===== src/rtl/morse_pkg.sv =====
// Shared types, constants and the Morse-to-ASCII lookup for the Morse receiver.
package morse_pkg;

  typedef enum logic [2:0] {
    IDLE,
    MARK,
    SPACE,
    EMIT,
    GAP
  } state_e;

  localparam logic [7:0] SPACE_CHAR = 8'h20;
  localparam logic [7:0] ERR_CHAR   = 8'h3F;

  localparam logic DOT  = 1'b0;
  localparam logic DASH = 1'b1;

  localparam int unsigned DASH_UNITS       = 2;
  localparam int unsigned LETTER_GAP_UNITS = 3;
  localparam int unsigned WORD_GAP_UNITS   = 7;

  // pattern holds the first symbol in bit [count-1]; unused upper bits are zero
  function automatic logic [7:0] morse_to_ascii(input logic [3:0] count,
                                                input logic [7:0] pattern);
    logic [7:0] ch;
    ch = ERR_CHAR;
    case (count)
      4'd1: begin
        case (pattern[0])
          1'b0:    ch = 8'h45; // E
          default: ch = 8'h54; // T
        endcase
      end
      4'd2: begin
        case (pattern[1:0])
          2'b00:   ch = 8'h49; // I
          2'b01:   ch = 8'h41; // A
          2'b10:   ch = 8'h4E; // N
          default: ch = 8'h4D; // M
        endcase
      end
      4'd3: begin
        case (pattern[2:0])
          3'b000:  ch = 8'h53; // S
          3'b001:  ch = 8'h55; // U
          3'b010:  ch = 8'h52; // R
          3'b011:  ch = 8'h57; // W
          3'b100:  ch = 8'h44; // D
          3'b101:  ch = 8'h4B; // K
          3'b110:  ch = 8'h47; // G
          default: ch = 8'h4F; // O
        endcase
      end
      4'd4: begin
        case (pattern[3:0])
          4'b0000: ch = 8'h48; // H
          4'b0001: ch = 8'h56; // V
          4'b0010: ch = 8'h46; // F
          4'b0100: ch = 8'h4C; // L
          4'b0110: ch = 8'h50; // P
          4'b0111: ch = 8'h4A; // J
          4'b1000: ch = 8'h42; // B
          4'b1001: ch = 8'h58; // X
          4'b1010: ch = 8'h43; // C
          4'b1011: ch = 8'h59; // Y
          4'b1100: ch = 8'h5A; // Z
          4'b1101: ch = 8'h51; // Q
          default: ch = ERR_CHAR;
        endcase
      end
      4'd5: begin
        case (pattern[4:0])
          5'b11111: ch = 8'h30;
          5'b01111: ch = 8'h31;
          5'b00111: ch = 8'h32;
          5'b00011: ch = 8'h33;
          5'b00001: ch = 8'h34;
          5'b00000: ch = 8'h35;
          5'b10000: ch = 8'h36;
          5'b11000: ch = 8'h37;
          5'b11100: ch = 8'h38;
          5'b11110: ch = 8'h39;
          default:  ch = ERR_CHAR;
        endcase
      end
      default: ch = ERR_CHAR;
    endcase
    return ch;
  endfunction

endpackage


===== src/rtl/morse_char_fifo.sv =====
// Small character FIFO with valid/ready output and a registered drop pulse.
module morse_char_fifo #(
  parameter int unsigned DEPTH = 4,
  parameter int unsigned WIDTH = 8
) (
  input  logic             clk,
  input  logic             rst_n,
  input  logic             push,
  input  logic [WIDTH-1:0] push_data,
  input  logic             out_ready,
  output logic             out_valid,
  output logic [WIDTH-1:0] out_data,
  output logic             drop
);

  localparam int unsigned AW = $clog2(DEPTH);

  logic [WIDTH-1:0] mem_q [DEPTH];
  logic [WIDTH-1:0] mem_d [DEPTH];
  logic [AW:0]      wr_ptr_q, wr_ptr_d;
  logic [AW:0]      rd_ptr_q, rd_ptr_d;
  logic             drop_q, drop_d;
  logic             full, empty, pop, accept;

  assign empty  = (wr_ptr_q == rd_ptr_q);
  assign full   = (wr_ptr_q[AW] != rd_ptr_q[AW]) &&
                  (wr_ptr_q[AW-1:0] == rd_ptr_q[AW-1:0]);
  assign pop    = !empty && out_ready;
  // a pop in the same cycle frees the slot, so a full FIFO still accepts
  assign accept = push && (!full || pop);

  always_comb begin
    mem_d = mem_q;
    if (accept) begin
      mem_d[wr_ptr_q[AW-1:0]] = push_data;
    end
    wr_ptr_d = wr_ptr_q + (AW+1)'(accept);
    rd_ptr_d = rd_ptr_q + (AW+1)'(pop);
    drop_d   = push && full && !pop;
  end

  always_ff @(posedge clk or negedge rst_n) begin
    if (!rst_n) begin
      for (int unsigned i = 0; i < DEPTH; i++) begin
        mem_q[i] <= '0;
      end
      wr_ptr_q <= '0;
      rd_ptr_q <= '0;
      drop_q   <= 1'b0;
    end else begin
      mem_q    <= mem_d;
      wr_ptr_q <= wr_ptr_d;
      rd_ptr_q <= rd_ptr_d;
      drop_q   <= drop_d;
    end
  end

  assign out_valid = !empty;
  assign out_data  = mem_q[rd_ptr_q[AW-1:0]];
  assign drop      = drop_q;

endmodule


===== src/rtl/morse_rx_channel.sv =====
// Single-channel Morse receiver: sync/debounce, press/gap timing, letter assembly,
// ASCII lookup and output FIFO.
module morse_rx_channel
  import morse_pkg::*;
#(
  parameter int unsigned CLK_PER_UNIT    = 25000000,
  parameter int unsigned DEBOUNCE_CYCLES = 250000,
  parameter int unsigned MAX_SYMBOLS     = 6,
  parameter int unsigned FIFO_DEPTH      = 4
) (
  input  logic       clk,
  input  logic       rst_n,
  input  logic       key_in,
  input  logic       out_ready,
  output logic       out_valid,
  output logic [7:0] out_char,
  output logic       overflow,
  output logic       busy
);

  localparam int unsigned DASH_THR = DASH_UNITS * CLK_PER_UNIT;
  localparam int unsigned LGAP_THR = LETTER_GAP_UNITS * CLK_PER_UNIT;
  localparam int unsigned WGAP_THR = WORD_GAP_UNITS * CLK_PER_UNIT;
  localparam int unsigned TW       = $clog2(WGAP_THR + 1);
  localparam int unsigned DW       = $clog2(DEBOUNCE_CYCLES + 1);
  localparam int unsigned CW       = $clog2(MAX_SYMBOLS + 1);
  localparam int unsigned PW       = MAX_SYMBOLS;

  localparam logic [TW-1:0] DASH_LAST = TW'(DASH_THR - 1);
  localparam logic [TW-1:0] LGAP_MAX  = TW'(LGAP_THR);
  localparam logic [TW-1:0] WGAP_MAX  = TW'(WGAP_THR);
  localparam logic [DW-1:0] DEB_LAST  = DW'(DEBOUNCE_CYCLES - 1);
  localparam logic [CW-1:0] SYM_MAX   = CW'(MAX_SYMBOLS);

  logic [1:0]    sync_q, sync_d;
  logic          deb_q, deb_d;
  logic [DW-1:0] deb_cnt_q, deb_cnt_d;
  logic [TW-1:0] dur_q, dur_d;

  state_e        state_q, state_d;
  logic [CW-1:0] sym_cnt_q, sym_cnt_d;
  logic [PW-1:0] pattern_q, pattern_d;
  logic          err_q, err_d;
  logic          space_done_q, space_done_d;
  logic          push_q, push_d;
  logic [7:0]    push_char_q, push_char_d;
  logic          busy_q, busy_d;
  logic          sym;

  assign sync_d = {sync_q[0], key_in};

  always_comb begin
    deb_d     = deb_q;
    deb_cnt_d = '0;
    if (sync_q[1] != deb_q) begin
      if (deb_cnt_q == DEB_LAST) begin
        deb_d = sync_q[1];
      end else begin
        deb_cnt_d = deb_cnt_q + 1'b1;
      end
    end
  end

  always_comb begin
    dur_d = dur_q;
    if (deb_d != deb_q) begin
      dur_d = '0;
    end else if (dur_q != WGAP_MAX) begin
      dur_d = dur_q + 1'b1;
    end
  end

  // dur_q is zero-based, so a press lasted dur_q+1 cycles at its release
  assign sym = (dur_q < DASH_LAST) ? DOT : DASH;

  always_comb begin
    state_d      = state_q;
    sym_cnt_d    = sym_cnt_q;
    pattern_d    = pattern_q;
    err_d        = err_q;
    space_done_d = space_done_q;
    push_d       = 1'b0;
    push_char_d  = push_char_q;
    case (state_q)
      IDLE: begin
        if (deb_d) state_d = MARK;
      end
      MARK: begin
        if (!deb_d) begin
          state_d = SPACE;
          if (!err_q) begin
            pattern_d = (pattern_q << 1) | PW'(sym);
            sym_cnt_d = sym_cnt_q + 1'b1;
          end
        end
      end
      SPACE: begin
        if (deb_d) begin
          state_d = MARK;
          if (sym_cnt_q == SYM_MAX) err_d = 1'b1;
        end else if (dur_q >= LGAP_MAX) begin
          state_d = EMIT;
        end
      end
      EMIT: begin
        push_d       = 1'b1;
        push_char_d  = err_q ? ERR_CHAR
                             : morse_to_ascii(4'(sym_cnt_q), 8'(pattern_q));
        sym_cnt_d    = '0;
        pattern_d    = '0;
        err_d        = 1'b0;
        space_done_d = 1'b0;
        state_d      = GAP;
      end
      GAP: begin
        if (deb_d) begin
          state_d = MARK;
        end else if (dur_q == WGAP_MAX && !space_done_q) begin
          push_d       = 1'b1;
          push_char_d  = SPACE_CHAR;
          space_done_d = 1'b1;
        end
      end
      default: state_d = IDLE;
    endcase
    busy_d = (state_d == MARK) || (state_d == SPACE) || (sym_cnt_d != '0);
  end

  always_ff @(posedge clk or negedge rst_n) begin
    if (!rst_n) begin
      sync_q       <= '0;
      deb_q        <= 1'b0;
      deb_cnt_q    <= '0;
      dur_q        <= '0;
      state_q      <= IDLE;
      sym_cnt_q    <= '0;
      pattern_q    <= '0;
      err_q        <= 1'b0;
      space_done_q <= 1'b1;
      push_q       <= 1'b0;
      push_char_q  <= '0;
      busy_q       <= 1'b0;
    end else begin
      sync_q       <= sync_d;
      deb_q        <= deb_d;
      deb_cnt_q    <= deb_cnt_d;
      dur_q        <= dur_d;
      state_q      <= state_d;
      sym_cnt_q    <= sym_cnt_d;
      pattern_q    <= pattern_d;
      err_q        <= err_d;
      space_done_q <= space_done_d;
      push_q       <= push_d;
      push_char_q  <= push_char_d;
      busy_q       <= busy_d;
    end
  end

  assign busy = busy_q;

  morse_char_fifo #(
    .DEPTH(FIFO_DEPTH),
    .WIDTH(8)
  ) u_fifo (
    .clk       (clk),
    .rst_n     (rst_n),
    .push      (push_q),
    .push_data (push_char_q),
    .out_ready (out_ready),
    .out_valid (out_valid),
    .out_data  (out_char),
    .drop      (overflow)
  );

endmodule


===== config.mk =====
export PLATFORM = sky130hd
export DESIGN_NAME = morse_rx_channel
export DESIGN_NICKNAME = d
export VERILOG_FILES = /design/src/rtl/morse_pkg.sv /design/src/rtl/morse_char_fifo.sv /design/src/rtl/morse_rx_channel.sv
export SDC_FILE = /design/constraint.sdc
export NUM_CORES = 1
export LEC_CHECK = 0
export BUFFER_PORTS_ARGS = -buffer_cell sky130_fd_sc_hd__buf_4
export CORE_MARGIN = 4
export CORE_UTILIZATION = 63
export CTS_BUF_LIST = sky130_fd_sc_hd__clkbuf_8
export DETAILED_ROUTE_END_ITERATION = 7
export PLACE_DENSITY = 0.86
export SYNTH_ARGS = -nofsm -noshare
export SYNTH_HDL_FRONTEND = slang
export SYNTH_SLANG_ARGS = --single-unit
export TNS_END_PERCENT = 20

===== constraint.sdc =====
create_clock -name clk -period 2.5 [get_ports clk]
set_input_delay 0.25 -clock clk [delete_from_list [all_inputs] [get_ports clk]]
set_output_delay 0.25 -clock clk [all_outputs]
set_load 0.1 [all_outputs]

==> impl_metrics.tcl <==
set metrics [dict create \
    status "finished clean" \
    gr-usage-met3 0.04359 \
    crit_family "simple AND/OR/NAND/NOR gates" \
    async_flop_share 1.000 \
    grt_first_pass_wirelength_mm 19.16 \
    finalNetCount 596 \
    insertion_delay_ns 0.37 \
    synthDominantAreaCellType "dfrtp_1" \
    globalRouteOverflowTotal 0 \
    drv_slew 0 \
    cp.buffers_inverters 0 \
    max_cap_violation_count 0 \
    synth.ff_latch_count 106 \
    netlist_top_cells_count "105 x dfrtp_1, 69 x nor2_1, 49 x nand2_1" \
    cp_max_fo 5 \
    endpoint_kind "flop" \
    drc_errors 0 \
    fp.dieW_um 103.4 \
    drt_wl_total_mm 11.24 \
    dp.final_hpwl_mm 7.816 \
    syn_avg_cell_area_um2 10.19 \
    rows 34 \
    synth-warning-count 0 \
    timing.max_slew.rel_slack 0.5859 \
    synth_enable_flop_cells 0 \
    buffer_ports.inserted 13 \
    clk_path_buf_depth 2 \
    synthesis.instances 562 \
    hold_worst_path_end "u_fifo.drop$_DFF_PN0_" \
    total_power_mw 2.937 \
    synth_flop_cell "dfrtp_1" \
    cts.repair_timing.setup_buffer_count 0 \
    clock_tree.root_cell "clkbuf_8" \
    min-delay-path-class "input pin to flop" \
    crit_chain "ha_1, and3_2, and3_4, a211o_1, and2_4, nor3_2, mux2i_1" \
    timing_hold_violations_final 0 \
    worst_setup_path_start_kind "flop" \
    fin_tns_setup_ns 0 \
    worstPathArrival_ns 2.59 \
    core-area_mm2 0.008763 \
    r2r-start "deb_cnt_q[0]$_DFF_PN0_" \
    h-tree-depth 3 \
    final_routed_wire_length_divided_by_cell_count_um 16.41 \
    setup_viol 0 \
    regToRegSetupSlack_ns 0.19 \
    gp_congestion 0.9392 \
    vias 4160 \
    global_route.usage.met2 0.3868 \
    drt_iter0_drc 210 \
    timing.reg2reg.worst_path_depth 7 \
    timing.clock.skew_ns 0.01308 \
    syn_nets 586 \
    synth_unique_cells 64 \
    cp_slowest_stage_delay_ns 0.42 \
    fraction_of_layout_instances_using_a_drive_strength_above_1 0.1594 \
    rr_endpoint "pattern_q[4]$_DFFE_PN0P_" \
    detail-route-antenna-nets 0 \
    grt_start_max_net_pins 72 \
    syn-cell-area_mm2 0.005728 \
    floorplan.initialDensity 0.6536 \
    unrepaired_setup_endpoints_after_global_routing "false" \
    holdPathStages 3 \
    synth_seq_area_share 0.4633 \
    synthDominantCellAreaShare 0.4587 \
    cpMaxStageDelayCell "nor3_2" \
    tightestPinTransition_ns 0.6189 \
    via_per_inst 6.073 \
    cp.required_ns 2.78 \
    worst-setup-path-type "flop to flop" \
    floorplan.die_area_mm2 0.01068 \
    max_freq_ghz 0.4330 \
    tritoncts.num_buffers 9 \
    drt_pre_antenna_iters 5 \
    num_antenna_cells 0 \
    synth_top_cells_by_area "dfrtp_1 46%, mux2_2 5.7%, nor2_1 4.5%, ha_1 4.4%, xor2_1 4.3%" \
    fin_hold_ws_ns 0.2106 \
    top_usage_layer "met2" \
    ir_worst_vdd_mv 0.2975 \
    worstHoldStart "out_ready" \
    syn_to_final_growth_pct 7.820 \
    number_of_global_route_vias_before_repair 4091 \
    post-route-min-period_ns 2.310 \
    groute.layer.met1.usage 0.2909 \
    path_clk_slew_ns 0.09 \
    power-per-cell-area_mw_per_mm2 475.6 \
    boundaryPins 15 \
    cellLeakagePower_nw 2.808 \
    antenna_found_initial 0 \
    dieHeight_um 103.4 \
    clock_sinks 106 \
    groute.usage.overall 0.2293 \
    cts_tree "built" \
    yosys.cell_count.top_type "dfrtp_1" \
    share_of_the_cycle_needed_by_the_critical_path_after_routing 0.9238 \
]
[sequential cells by signal, indices dropped and copies added (netlist names), 5 cells and up]
register / cells
deb_cnt_q: 18
dur_q: 28
pattern_q: 5
push_char_q: 7
u_fifo.mem_q: 28
[how the worst max path moves through the flow]
stage                                   end  slack (ns)  cells after the start                         start
6_report           pattern_q[4]$_DFFE_PN0P_        0.19                      7        deb_cnt_q[0]$_DFF_PN0_
5_1_grt          push_char_q[0]$_DFFE_PN0P_        0.09                      8      pattern_q[0]$_DFFE_PN0P_
4_1_cts        u_fifo.mem_q[30]$_DFFE_PN0P_        0.15                      6  u_fifo.wr_ptr_q[0]$_DFF_PN0_
3_5_place_dp   u_fifo.mem_q[30]$_DFFE_PN0P_        0.19                      6  u_fifo.wr_ptr_q[0]$_DFF_PN0_
3_3_place_gp                 busy$_DFF_PN0_        0.31                      7        deb_cnt_q[0]$_DFF_PN0_
2_1_floorplan  u_fifo.rd_ptr_q[2]$_DFF_PN0_        0.11                      8  u_fifo.rd_ptr_q[0]$_DFF_PN0_
[routing by layer]
layer  routed length [um]  up-vias
li1                     -     1994
met1                 4873     2044
met2                 5686       97
met3                  415       25
met4                  262        0
met5                    0        -
[worst reg2reg max path, stage by stage (launching register included)]
cell     delay [ns]
dfrtp_1        0.41
ha_1           0.24
and3_2         0.25
and3_4         0.20
a211o_1        0.30
and2_4         0.17
nor3_2         0.43
mux2i_1        0.25
[stage by stage]
stage,instances,setup WS [ns],utilization,area (um2)
final,685,0.1905,0.7047,6176
after CTS,685,0.1525,0.7045,6173
after global placement,667,0.3066,0.6766,5929
after detailed placement,667,0.1920,0.6766,5929
after floorplan,562,0.1111,-,5728
after global routing,685,0.08543,0.7047,6176
[cells by family after synthesis]
logic type,Yosys count,share of synthesized area
adder cells (fa/ha/maj),21,0.04543
flip-flops,106,0.4633
AO/OA/AOI/OAI,75,0.08738
multiplexers,47,0.1081
buffers and inverters,47,0.03386
AND/OR/NAND/NOR,219,0.1909
other,1,0.0006547
XOR/XNOR,46,0.07034
[layout by cell type (no fill, tap or decap), types with 12 or more instances in the layout]
cell type,count
dfrtp_1,105
nor2_1,69
nand2_1,49
mux2_2,29
xor2_1,28
nand3_1,22
buf_4,21
inv_1,20
ha_1,20
xnor2_1,18
o21ai_0,18
a21oi_1,14
nor3_1,12
[layout make-up]
class	instances	area [um2]
inverter	22	82.58
sequential	106	2654
tap	108	135.1
clock inverter	7	100.1
timing repair buffer	24	197.7
multi-input combinational	409	2883
fill	617	2587
clock buffer	9	123.9
[where the power goes]
part	internal [mW]	switching, mW
combinational	0.0129	0.0466
clock	0.573	0.582
sequential	1.72	0.00397
[what timing repair did]
item / 4_1_cts / 5_1_grt
endpoints found under the setup margin: 0 / 1
hold buffers: 2 / 0
hold endpoints to repair: 36 / 0
gates resized for setup: 0 / 1
No activity file was read; power rests on OpenSTA's default activity.
